--- config.mk ---
export PLATFORM = sky130hd
export DESIGN_NAME = mem_stage_lsu_flat
export DESIGN_NICKNAME = d
export VERILOG_FILES = /design/src/rtl/mem_stage_lsu_if.sv /design/src/rtl/mem_stage_lsu.sv /design/src/flat_wrapper.sv
export SDC_FILE = /design/constraint.sdc
export NUM_CORES = 1
export LEC_CHECK = 0
export CAP_MARGIN = 10
export CORE_UTILIZATION = 47
export DETAILED_ROUTE_END_ITERATION = 6
export MAX_ROUTING_LAYER = met4
export PLACE_DENSITY = 0.84
export SETUP_SLACK_MARGIN = 0.15
export SLEW_MARGIN = 10
export SYNTH_ARGS = -nofsm -noshare
export SYNTH_HDL_FRONTEND = slang
export SYNTH_SLANG_ARGS = --single-unit
--- constraint.sdc ---
create_clock -name clk -period 3.9 [get_ports clk]
set_input_delay 0.585 -clock clk [delete_from_list [all_inputs] [get_ports clk]]
set_output_delay 0.585 -clock clk [all_outputs]
set_load 0.01 [all_outputs]
--- src/rtl/mem_stage_lsu_if.sv ---
// Data-memory request/response bundle between the memory-stage LSU (master)
// and the data memory (slave).
interface mem_stage_lsu_if #(
    parameter int WIDTH = 32
);
    logic             mem_req_valid;
    logic             mem_req_ready;
    logic             mem_we;
    logic [WIDTH-1:0] mem_addr;
    logic [WIDTH-1:0] mem_wdata;
    logic             mem_rsp_valid;
    logic [WIDTH-1:0] mem_rdata;

    modport master (
        output mem_req_valid, mem_we, mem_addr, mem_wdata,
        input  mem_req_ready, mem_rsp_valid, mem_rdata
    );

    modport slave (
        input  mem_req_valid, mem_we, mem_addr, mem_wdata,
        output mem_req_ready, mem_rsp_valid, mem_rdata
    );
endinterface

--- src/rtl/mem_stage_lsu.sv ---
// Memory-stage load/store unit: issues the data-memory access for the instruction
// in the EXE-to-MEM register, stalls upstream until done, and loads the MEM-to-WB register.
module mem_stage_lsu #(
    parameter int WIDTH   = 32,
    parameter int TIMEOUT = 16
) (
    input  logic             clk,
    input  logic             rst_n,
    input  logic [WIDTH-1:0] ALUResultM,
    input  logic [WIDTH-1:0] WriteDataM,
    input  logic [WIDTH-1:0] PCPlus4M,
    input  logic [4:0]       RdM,
    input  logic             RegWriteM,
    input  logic             ResultSrcM,
    input  logic             WDMEM,
    input  logic             isLoadM,
    input  logic             WD3SrcM,
    output logic             stall_o,
    mem_stage_lsu_if.master  mem,
    output logic [WIDTH-1:0] ResultW,
    output logic [4:0]       RdW,
    output logic             RegWriteW,
    output logic             misaligned_o,
    output logic             bus_err_o
);

    localparam logic [1:0] IDLE     = 2'd0;
    localparam logic [1:0] REQ      = 2'd1;
    localparam logic [1:0] WAIT_RSP = 2'd2;
    localparam logic [1:0] DONE     = 2'd3;

    localparam int             CW   = $clog2(TIMEOUT) + 1;
    localparam logic [CW-1:0]  TLIM = CW'(TIMEOUT - 1);

    logic [1:0]       state_r;
    logic [1:0]       state_nxt_s;
    logic [CW-1:0]    cnt_r;
    logic [WIDTH-3:0] addr_r;
    logic [WIDTH-1:0] wdata_r;
    logic             we_r;
    logic [WIDTH-1:0] rdata_r;
    logic             err_r;
    logic [WIDTH-1:0] result_r;
    logic [4:0]       rd_r;
    logic             regwrite_r;
    logic             misaligned_r;
    logic             bus_err_r;

    logic             access_s;
    logic             aligned_s;
    logic             timeout_s;
    logic             abort_s;
    logic             wb_we_s;
    logic [WIDTH-1:0] wb_result_s;

    assign access_s  = isLoadM | WDMEM;
    assign aligned_s = (ALUResultM[1:0] == 2'b00);
    assign timeout_s = (cnt_r >= TLIM);
    assign wb_we_s   = RegWriteM & (RdM != 5'd0);

    // Write-back value; captured read data is only meaningful once the access has completed
    always_comb begin
        wb_result_s = ALUResultM;
        if (WD3SrcM) begin
            wb_result_s = PCPlus4M;
        end else if (ResultSrcM && (state_r == DONE)) begin
            wb_result_s = rdata_r;
        end else begin
            wb_result_s = ALUResultM;
        end
    end

    // Next-state logic; a handshake in the final allowed cycle still wins over the abort
    always_comb begin
        state_nxt_s = state_r;
        abort_s     = 1'b0;
        case (state_r)
            IDLE: begin
                if (access_s && aligned_s) begin
                    state_nxt_s = REQ;
                end else begin
                    state_nxt_s = IDLE;
                end
            end
            REQ: begin
                if (mem.mem_req_ready) begin
                    state_nxt_s = we_r ? DONE : WAIT_RSP;
                end else if (timeout_s) begin
                    state_nxt_s = DONE;
                    abort_s     = 1'b1;
                end else begin
                    state_nxt_s = REQ;
                end
            end
            WAIT_RSP: begin
                if (mem.mem_rsp_valid) begin
                    state_nxt_s = DONE;
                end else if (timeout_s) begin
                    state_nxt_s = DONE;
                    abort_s     = 1'b1;
                end else begin
                    state_nxt_s = WAIT_RSP;
                end
            end
            DONE: begin
                state_nxt_s = IDLE;
            end
            default: begin
                state_nxt_s = IDLE;
            end
        endcase
    end

    // State, access latches, timeout counter and MEM-to-WB register
    always_ff @(posedge clk or negedge rst_n) begin
        if (!rst_n) begin
            state_r      <= IDLE;
            cnt_r        <= '0;
            addr_r       <= '0;
            wdata_r      <= '0;
            we_r         <= 1'b0;
            rdata_r      <= '0;
            err_r        <= 1'b0;
            result_r     <= '0;
            rd_r         <= 5'd0;
            regwrite_r   <= 1'b0;
            misaligned_r <= 1'b0;
            bus_err_r    <= 1'b0;
        end else begin
            state_r      <= state_nxt_s;
            misaligned_r <= 1'b0;
            bus_err_r    <= abort_s;
            case (state_r)
                IDLE: begin
                    if (!access_s) begin
                        result_r   <= wb_result_s;
                        rd_r       <= RdM;
                        regwrite_r <= wb_we_s;
                    end else if (!aligned_s) begin
                        misaligned_r <= 1'b1;
                        result_r     <= wb_result_s;
                        rd_r         <= RdM;
                        regwrite_r   <= 1'b0;
                    end else begin
                        addr_r     <= ALUResultM[WIDTH-1:2];
                        wdata_r    <= WriteDataM;
                        we_r       <= ~isLoadM;
                        err_r      <= 1'b0;
                        cnt_r      <= '0;
                        regwrite_r <= 1'b0;
                    end
                end
                REQ: begin
                    regwrite_r <= 1'b0;
                    cnt_r      <= cnt_r + CW'(1);
                    err_r      <= abort_s;
                end
                WAIT_RSP: begin
                    regwrite_r <= 1'b0;
                    cnt_r      <= cnt_r + CW'(1);
                    err_r      <= abort_s;
                    if (mem.mem_rsp_valid) begin
                        rdata_r <= mem.mem_rdata;
                    end else begin
                        rdata_r <= rdata_r;
                    end
                end
                DONE: begin
                    result_r   <= wb_result_s;
                    rd_r       <= RdM;
                    regwrite_r <= wb_we_s & ~err_r;
                end
                default: begin
                    regwrite_r <= 1'b0;
                end
            endcase
        end
    end

    assign stall_o = rst_n & (((state_r == IDLE) & access_s & aligned_s) |
                              (state_r == REQ) | (state_r == WAIT_RSP));

    assign mem.mem_req_valid = (state_r == REQ);
    assign mem.mem_we        = we_r;
    assign mem.mem_addr      = {addr_r, 2'b00};
    assign mem.mem_wdata     = wdata_r;

    assign ResultW      = result_r;
    assign RdW          = rd_r;
    assign RegWriteW    = regwrite_r;
    assign misaligned_o = misaligned_r;
    assign bus_err_o    = bus_err_r;

endmodule

--- src/flat_wrapper.sv ---
// flat-port wrapper written by rule: the top's interface ports become plain ports
module mem_stage_lsu_flat 
#(
    parameter int WIDTH   = 32,
    parameter int TIMEOUT = 16
)
  (clk, rst_n, ALUResultM, WriteDataM, PCPlus4M, RdM, RegWriteM, ResultSrcM, WDMEM, isLoadM, WD3SrcM, stall_o, ResultW, RdW, RegWriteW, misaligned_o, bus_err_o, mem_mem_req_valid, mem_mem_we, mem_mem_addr, mem_mem_wdata, mem_mem_req_ready, mem_mem_rsp_valid, mem_mem_rdata);
  mem_stage_lsu_if #(.WIDTH(WIDTH)) mem_i ();
  input  logic clk;
  input  logic rst_n;
  input  logic [WIDTH-1:0] ALUResultM;
  input  logic [WIDTH-1:0] WriteDataM;
  input  logic [WIDTH-1:0] PCPlus4M;
  input  logic [4:0] RdM;
  input  logic RegWriteM;
  input  logic ResultSrcM;
  input  logic WDMEM;
  input  logic isLoadM;
  input  logic WD3SrcM;
  output logic stall_o;
  output logic [WIDTH-1:0] ResultW;
  output logic [4:0] RdW;
  output logic RegWriteW;
  output logic misaligned_o;
  output logic bus_err_o;
  output wire logic [$bits(mem_i.mem_req_valid)-1:0] mem_mem_req_valid;
  output wire logic [$bits(mem_i.mem_we)-1:0] mem_mem_we;
  output wire logic [$bits(mem_i.mem_addr)-1:0] mem_mem_addr;
  output wire logic [$bits(mem_i.mem_wdata)-1:0] mem_mem_wdata;
  input wire logic [$bits(mem_i.mem_req_ready)-1:0] mem_mem_req_ready;
  input wire logic [$bits(mem_i.mem_rsp_valid)-1:0] mem_mem_rsp_valid;
  input wire logic [$bits(mem_i.mem_rdata)-1:0] mem_mem_rdata;
  assign mem_mem_req_valid = mem_i.mem_req_valid;
  assign mem_mem_we = mem_i.mem_we;
  assign mem_mem_addr = mem_i.mem_addr;
  assign mem_mem_wdata = mem_i.mem_wdata;
  assign mem_i.mem_req_ready = mem_mem_req_ready;
  assign mem_i.mem_rsp_valid = mem_mem_rsp_valid;
  assign mem_i.mem_rdata = mem_mem_rdata;
  mem_stage_lsu #(.WIDTH(WIDTH), .TIMEOUT(TIMEOUT)) u_core (.clk(clk), .rst_n(rst_n), .ALUResultM(ALUResultM), .WriteDataM(WriteDataM), .PCPlus4M(PCPlus4M), .RdM(RdM), .RegWriteM(RegWriteM), .ResultSrcM(ResultSrcM), .WDMEM(WDMEM), .isLoadM(isLoadM), .WD3SrcM(WD3SrcM), .stall_o(stall_o), .mem(mem_i), .ResultW(ResultW), .RdW(RdW), .RegWriteW(RegWriteW), .misaligned_o(misaligned_o), .bus_err_o(bus_err_o));
endmodule
* Yosys cells after proc, flatten, opt, wreduce, memory -nomap -nowiden
Index checks and enable logic that the tools add are counted.
** Storage, ports and cells
- Bits in registers :: 143
- Input port bits :: 142
- Output and inout bits :: 107
- Word-level logic and storage cells :: 72
** Operators by class
- $add $sub $neg :: 1
- $lt $le $gt $ge :: 1
- Eq/ne operators :: 6
- Multiplexer cells :: 30
- Bitwise logic cells :: 10
- Reductions and logical operators :: 12
** Operators with widths (number)
- $mux W32 :: 4
- $pmux W32 S2 :: 1
- $mux W5 :: 4
- $pmux W5 S2 :: 2
- $mux W1 :: 12
- $pmux W2 S4 :: 1
- $mux W2 :: 3
- $reduce_and A3 Y1 :: 2
- $add A5 B1 Y5 const B :: 1
- $and A1 B1 Y1 :: 5
- $ge A5 B4 Y1 const B :: 1
- $reduce_bool A5 Y1 :: 1
- $eq A2 B2 Y1 const B :: 2
- $logic_not A2 Y1 :: 2
- $ne A2 B1 Y1 const B :: 2
- $pmux W1 S2 :: 2
- $reduce_and A2 Y1 :: 2
- $reduce_bool A2 Y1 :: 2
- $ne A3 B3 Y1 const B :: 1
- $or A1 B1 Y1 :: 3
- $pmux W1 S3 :: 1
- $eq A2 B1 Y1 const B :: 1
- $logic_and A1 B1 Y1 :: 2
- $not A1 Y1 :: 2
- $reduce_or A2 Y1 :: 1

* Longest topological paths before layout
- Word-level depth :: 7
- Gate-level depth with buffers :: 8
- Mapped depth without buffers :: 7

* Worst setup path after synthesis
OpenSTA, ideal clock, no wires.
- Path type :: reg2reg
- Start :: register u_core.state_r[0]
- End :: register u_core.result_r[10], in the netlist u_core.ResultW[10]
- Library setup time :: 127 ps
- Arrival time :: 1738 ps
- Data required time :: 3773 ps
- Path slack :: 2034 ps
- Cell stages (with the launch flop) :: 9
- Path buffers :: 2
- Clock period less this slack :: 1866 ps
- Cells stage by stage :: dfrtp_1 > inv_1 > ha_1 > o21ai_1 > or3_1 > nand2b_1 > buf_6 > buf_6 > mux2_1
** Between the ends
- Longest elaborated chain between the ends :: 7
- Elaborated cells between the ends (all ways) :: 11
- Those cells by class :: 2 x eq/ne; 5 x mux; 4 x reduce/logical
** Ends and longest elaborated chain
- from (decl) :: RTL line mem_stage_lsu.sv:35 : logic [1:0] state_r;
- from (signal assigned) :: RTL line mem_stage_lsu.sv:130 : state_r <= state_nxt_s;
- $eq A2 B2 Y1 :: RTL line mem_stage_lsu.sv:66, mem_stage_lsu.sv:133
- $logic_and A1 B1 Y1 :: RTL line mem_stage_lsu.sv:66 : end else if (ResultSrcM && (state_r == DONE)) begin
- $mux W32 :: RTL line mem_stage_lsu.sv:66
- $mux W32 :: RTL line mem_stage_lsu.sv:64 : if (WD3SrcM) begin
- $mux W32 :: RTL line mem_stage_lsu.sv:139 : end else if (!aligned_s) begin
- $mux W32 :: RTL line mem_stage_lsu.sv:135 : if (!access_s) begin
- $pmux W32 S2 :: RTL line mem_stage_lsu.sv:133 : case (state_r)
- to (signal assigned) :: RTL line mem_stage_lsu.sv:136 : result_r <= wb_result_s;
- to (signal assigned) :: RTL line mem_stage_lsu.sv:141 : result_r <= wb_result_s;
- to (signal assigned) :: RTL line mem_stage_lsu.sv:169 : result_r <= wb_result_s;
- to (decl) :: RTL line mem_stage_lsu.sv:43 : logic [WIDTH-1:0] result_r;
Several ways; a longest one is shown, not always the timed one. The select of a mux whose other input is x is not followed.
A chain may end at the register's enable or synchronous reset.

* Worst setup path after layout
- Start :: register u_core.state_r[0]
- End :: output port stall_o
** Between the ends
- Longest elaborated chain between the ends :: 6
- Elaborated cells between the ends (all ways) :: 8
- Those cells by class :: 2 x eq/ne; 5 x bitwise; 1 x reduce/logical
** Ends and longest elaborated chain
- $logic_not A2 Y1 :: RTL line mem_stage_lsu.sv:180 : assign stall_o = rst_n & (((state_r == IDLE) & access_s & aligned_s) |
- $and A1 B1 Y1 (2 in a row) :: RTL line mem_stage_lsu.sv:180
- $or A1 B1 Y1 :: RTL line mem_stage_lsu.sv:180
- $or A1 B1 Y1 * :: RTL line mem_stage_lsu.sv:181 : (state_r == REQ) | (state_r == WAIT_RSP));
- $and A1 B1 Y1 * :: RTL line mem_stage_lsu.sv:180
- to (decl) :: RTL line flat_wrapper.sv:20 : output logic stall_o;
Mark *: on every way between the ends. The rest lies on a longest branch, timed or not.

==> flow_summary.rst <==
.. list-table::
   :header-rows: 1

   * - Metric
     - Value
   * - TritonCTS sink count
     - 143
   * - HP Class
     - input pin to asynchronous set/reset pin
   * - Total negative slack
     - 0 ns
   * - Commonest cells in the netlist
     - sky130_fd_sc_hd__nand2_1, sky130_fd_sc_hd__dfrtp_1, sky130_fd_sc_hd__o21ai_0
   * - Global placer's final weighted congestion
     - ~0.8
   * - Net load switching power
     - 2.192 mW
   * - Finished Cell Area
     - 0.009378 mm2
   * - PwrDens
     - roughly 740 mW/mm2
   * - Count of endpoints failing setup in the final report
     - 0
   * - Pins over their slew limit
     - 0
   * - GRT Overall Usage
     - 27.22%
   * - Clock root buffer
     - sky130_fd_sc_hd__clkbuf_16
   * - Most area-consuming cells after synthesis
     - sky130_fd_sc_hd__dfrtp_1, sky130_fd_sc_hd__nand2_1, sky130_fd_sc_hd__mux2_2
   * - Average wire per standard cell
     - 17.16 um
   * - Starting DRT DRC Count
     - about 380
   * - Half-perimeter wire length after detailed placement
     - around 12 mm
   * - Sequence of cells on the critical path
     - inv_1 > ha_1 > o21ai_1 > nor3_4 > o31a_1 > clkdlybuf4s50_1
   * - Post-layout worst setup margin
     - about 1.2 ns
   * - Capturing element type of the critical path
     - output port
   * - Post-Route Hold Slack
     - about 0.37 ns
   * - Number of ports placed on the die boundary
     - 249
   * - Yosys warning total
     - 0
   * - Via count
     - 5173
   * - Post-synthesis cell type with the largest combined area
     - sky130_fd_sc_hd__dfrtp_1
   * - Number of clock buffers inserted by TritonCTS
     - 17
   * - Gr busiest metal
     - met2
   * - Total of hold buffers inserted after clock tree synthesis
     - 0
   * - Share of the clock period used by the worst path after layout
     - 69.38%
   * - Met1 layer usage reported by global route
     - 30.58%
   * - Number of buffers inserted to repair setup after CTS
     - 0
   * - Internal cell power
     - 4.726 mW
   * - Met3 track utilization from global routing
     - 7.415%
   * - DP Area
     - just under 0.009 mm2
   * - Ratio of cells with drive above 1 in the final layout
     - between 9 and 10%
   * - Core area
     - 0.01277 mm2
   * - Kind of critical path
     - flip-flop to output port
   * - Layout area overhead
     - 50.56%
   * - Required time at the worst-slack endpoint
     - 3.31 ns
   * - CP Buf/Inv Count
     - 2
   * - Result of the run
     - complete, no violations
   * - Initial cell density of the core
     - 48.76%
   * - Share of total power in sequential cells
     - 37.6%
   * - Proportion of power drawn by combinational gates
     - 40.4%
   * - M2 GR Usage
     - 46.11%
   * - Post-synthesis instance total
     - 591
   * - Total die area
     - 0.01372 mm2
   * - Count of cell types in the netlist
     - 34
   * - Clock tree from TritonCTS
     - built
   * - Number of diodes
     - 0
   * - Sum of routed wire length over all layers
     - 17.42 mm
   * - Top cell family by delay on the critical path
     - buffers and inverters
   * - DRC violation count after routing
     - 0
   * - Cell with the most instances after synthesis
     - sky130_fd_sc_hd__nand2_1
   * - First-pass iteration count of the detailed router
     - 5
   * - Critical Path Max Stage Delay
     - about 0.47 ns
   * - Per-cell via count in the routed design
     - 5.097
   * - Top flip-flop cell by instance count after synthesis
     - sky130_fd_sc_hd__dfrtp_1
   * - Crit path max fanout
     - 5
   * - Die height
     - about 120 um
   * - Floorplan die width
     - approximately 120 um
   * - Slew of the pin with the lowest slew margin
     - 1.106 ns
   * - Clock-pin transition on the worst setup and hold timing paths
     - 0.05 ns
   * - Fraction of synthesized cell area taken by the top area cell type
     - 57.45%
   * - Peak supply drop
     - 0.4522 mV
   * - Antenna violations before repair
     - 0
   * - Worst slack at placement
     - 1.091 ns
   * - Fill cells
     - 870
   * - FMAX
     - ~370 MHz
   * - Mapped Avg Cell Area
     - 10.54 um2
   * - Maximum number of pins on one net before global-route repair
     - 80
   * - Clock Path Buffers
     - 2
   * - Share of power burned in the clock network
     - between 20% and 30%
   * - Clock skew
     - 0.006281 ns
   * - Port Buffers
     - 246
   * - Setup repair after global routing missed its margin
     - false
   * - Number of synthesized flops with an enable pin
     - 0
   * - Slowest CP cell
     - sky130_fd_sc_hd__clkdlybuf4s50_1
   * - H-Tree Level Count
     - 4
   * - Leakage dissipation
     - approximately 4.5 nW
   * - # rows
     - 41
   * - Worst-Skew Late Latency
     - 0.41 ns
   * - Max-cap violations
     - 0
   * - Synth Cell Area
     - 0.006228 mm2
   * - Async SR Flop Fraction
     - 100.0%
   * - Vias in the first global route
     - 5521
   * - Post-layout min period
     - ~2.7 ns
   * - Final hold violation count
     - 0
   * - Seq cells post-synth
     - 143
   * - Net switching share of the total power
     - between 30% and 40%
   * - Global route overflow
     - 0
   * - Sequential-to-total area share from yosys stat
     - a little under three fifths
   * - Slew margin rel.
     - between 20% and 30%
   * - Quantity of gates resized following cts
     - 0
   * - Remaining antenna violation count
     - 0
   * - Wire length of the first global-routing pass
     - about 27 mm
   * - Arrival time of data at the critical path endpoint
     - 2.12 ns
   * - CP startpoint kind
     - flip-flop
   * - Final layout net count
     - slightly below 1000
==> stage by stage <==
step	std cells	util (%)	total power, mW
finish	1015	73.42	6.918
global route	1015	73.42	7.315
CTS	1015	73.42	6.975
detailed placement	983	68.97	5.419
global placement	983	68.97	5.272
floorplan	592	-	3.826
==> metal layers <==
| layer | share of wire (%) | up-vias | wire, um |
|---|---|---|---|
| li1 | - | 2421 | - |
| met1 | 40 | 2517 | 6925 |
| met2 | 52 | 203 | 8998 |
| met3 | 6.5 | 32 | 1133 |
| met4 | 2.1 | 0 | 359 |
| met5 | 0 | - | 0 |
==> path summary, 6_finish.rpt <==
| check | start | endpoint | slack, ns | depth (start not counted) |
|---|---|---|---|---|
| max in group asynchronous | rst_n | u_core.addr_r[26] | 2.80 | 2 |
| worst max register to register | u_core.state_r[0] | u_core.ResultW[27] | 1.45 | 5 |
| worst min register to register | u_core.addr_r[0] | u_core.addr_r[0] | 0.47 | 2 |
| worst max-delay path | u_core.state_r[0] | stall_o | 1.19 | 6 |
| min in group clk | u_core.addr_r[0] | u_core.addr_r[0] | 0.47 | 2 |
| worst min-delay path | rst_n | u_core.ResultW[4] | 0.37 | 2 |
==> cells in the final DEF (no fill, tap or decap), types with 2 or more instances in the layout <==
cell type	count
sky130_fd_sc_hd__and3_1	2
sky130_fd_sc_hd__buf_4	5
sky130_fd_sc_hd__clkbuf_1	2
sky130_fd_sc_hd__clkbuf_16	17
sky130_fd_sc_hd__clkbuf_8	8
sky130_fd_sc_hd__clkdlybuf4s50_1	244
sky130_fd_sc_hd__clkinv_2	5
sky130_fd_sc_hd__conb_1	2
sky130_fd_sc_hd__dfrtp_1	143
sky130_fd_sc_hd__ha_1	7
sky130_fd_sc_hd__inv_1	6
sky130_fd_sc_hd__mux2_1	31
sky130_fd_sc_hd__mux2_2	39
sky130_fd_sc_hd__mux2i_1	32
sky130_fd_sc_hd__nand2_1	222
sky130_fd_sc_hd__nand2b_1	3
sky130_fd_sc_hd__nand3_1	2
sky130_fd_sc_hd__nand3b_1	2
sky130_fd_sc_hd__nor2_1	6
sky130_fd_sc_hd__o21ai_0	43
sky130_fd_sc_hd__o22ai_1	2
sky130_fd_sc_hd__o31a_1	2
==> flip-flops by register name, summed over array words and instances, names as in the netlist, named ones only <==
name                  cells
u_core.rdata_r           32
u_core.addr_r            30
u_core.bus_err_o          1
u_core.mem.mem_we         1
u_core.mem.mem_wdata     32
u_core.err_r              1
u_core.misaligned_o       1
u_core.ResultW           32
u_core.RegWriteW          1
u_core.state_r            1
u_core.cnt_r              5
u_core.RdW                5
==> power by group through the flow <==
stage	Combinational, mW	Sequential, mW	Clock, mW
final	2.80	2.60	1.52
after global routing	3.02	2.68	1.61
after CTS	2.83	2.60	1.55
after detailed placement	2.81	2.61	0
after global placement	2.71	2.56	0
after floorplan	1.03	2.80	0
==> area by class of cell <==
cell class              count  area [um2]  share of cell area, %
multi-input cells         410        2477                  26.42
clock inverters             5       25.02                 0.2668
clock buffers              27       543.0                  5.791
flip-flops and latches    143        3578                  38.16
repair buffers            252        2516                  26.83
inverters                   6       22.52                 0.2402
well taps                 172       215.2                  2.295
==> logic make-up after synthesis <==
logic type | synth area share [%]
compound gates | 4.640
other cells | 0.06021
buf+inv | 3.033
mux | 17.80
flops | 57.45
simple gates | 15.61
fa+ha+maj | 1.406
Note: power is estimated with default switching activity, not from simulation.
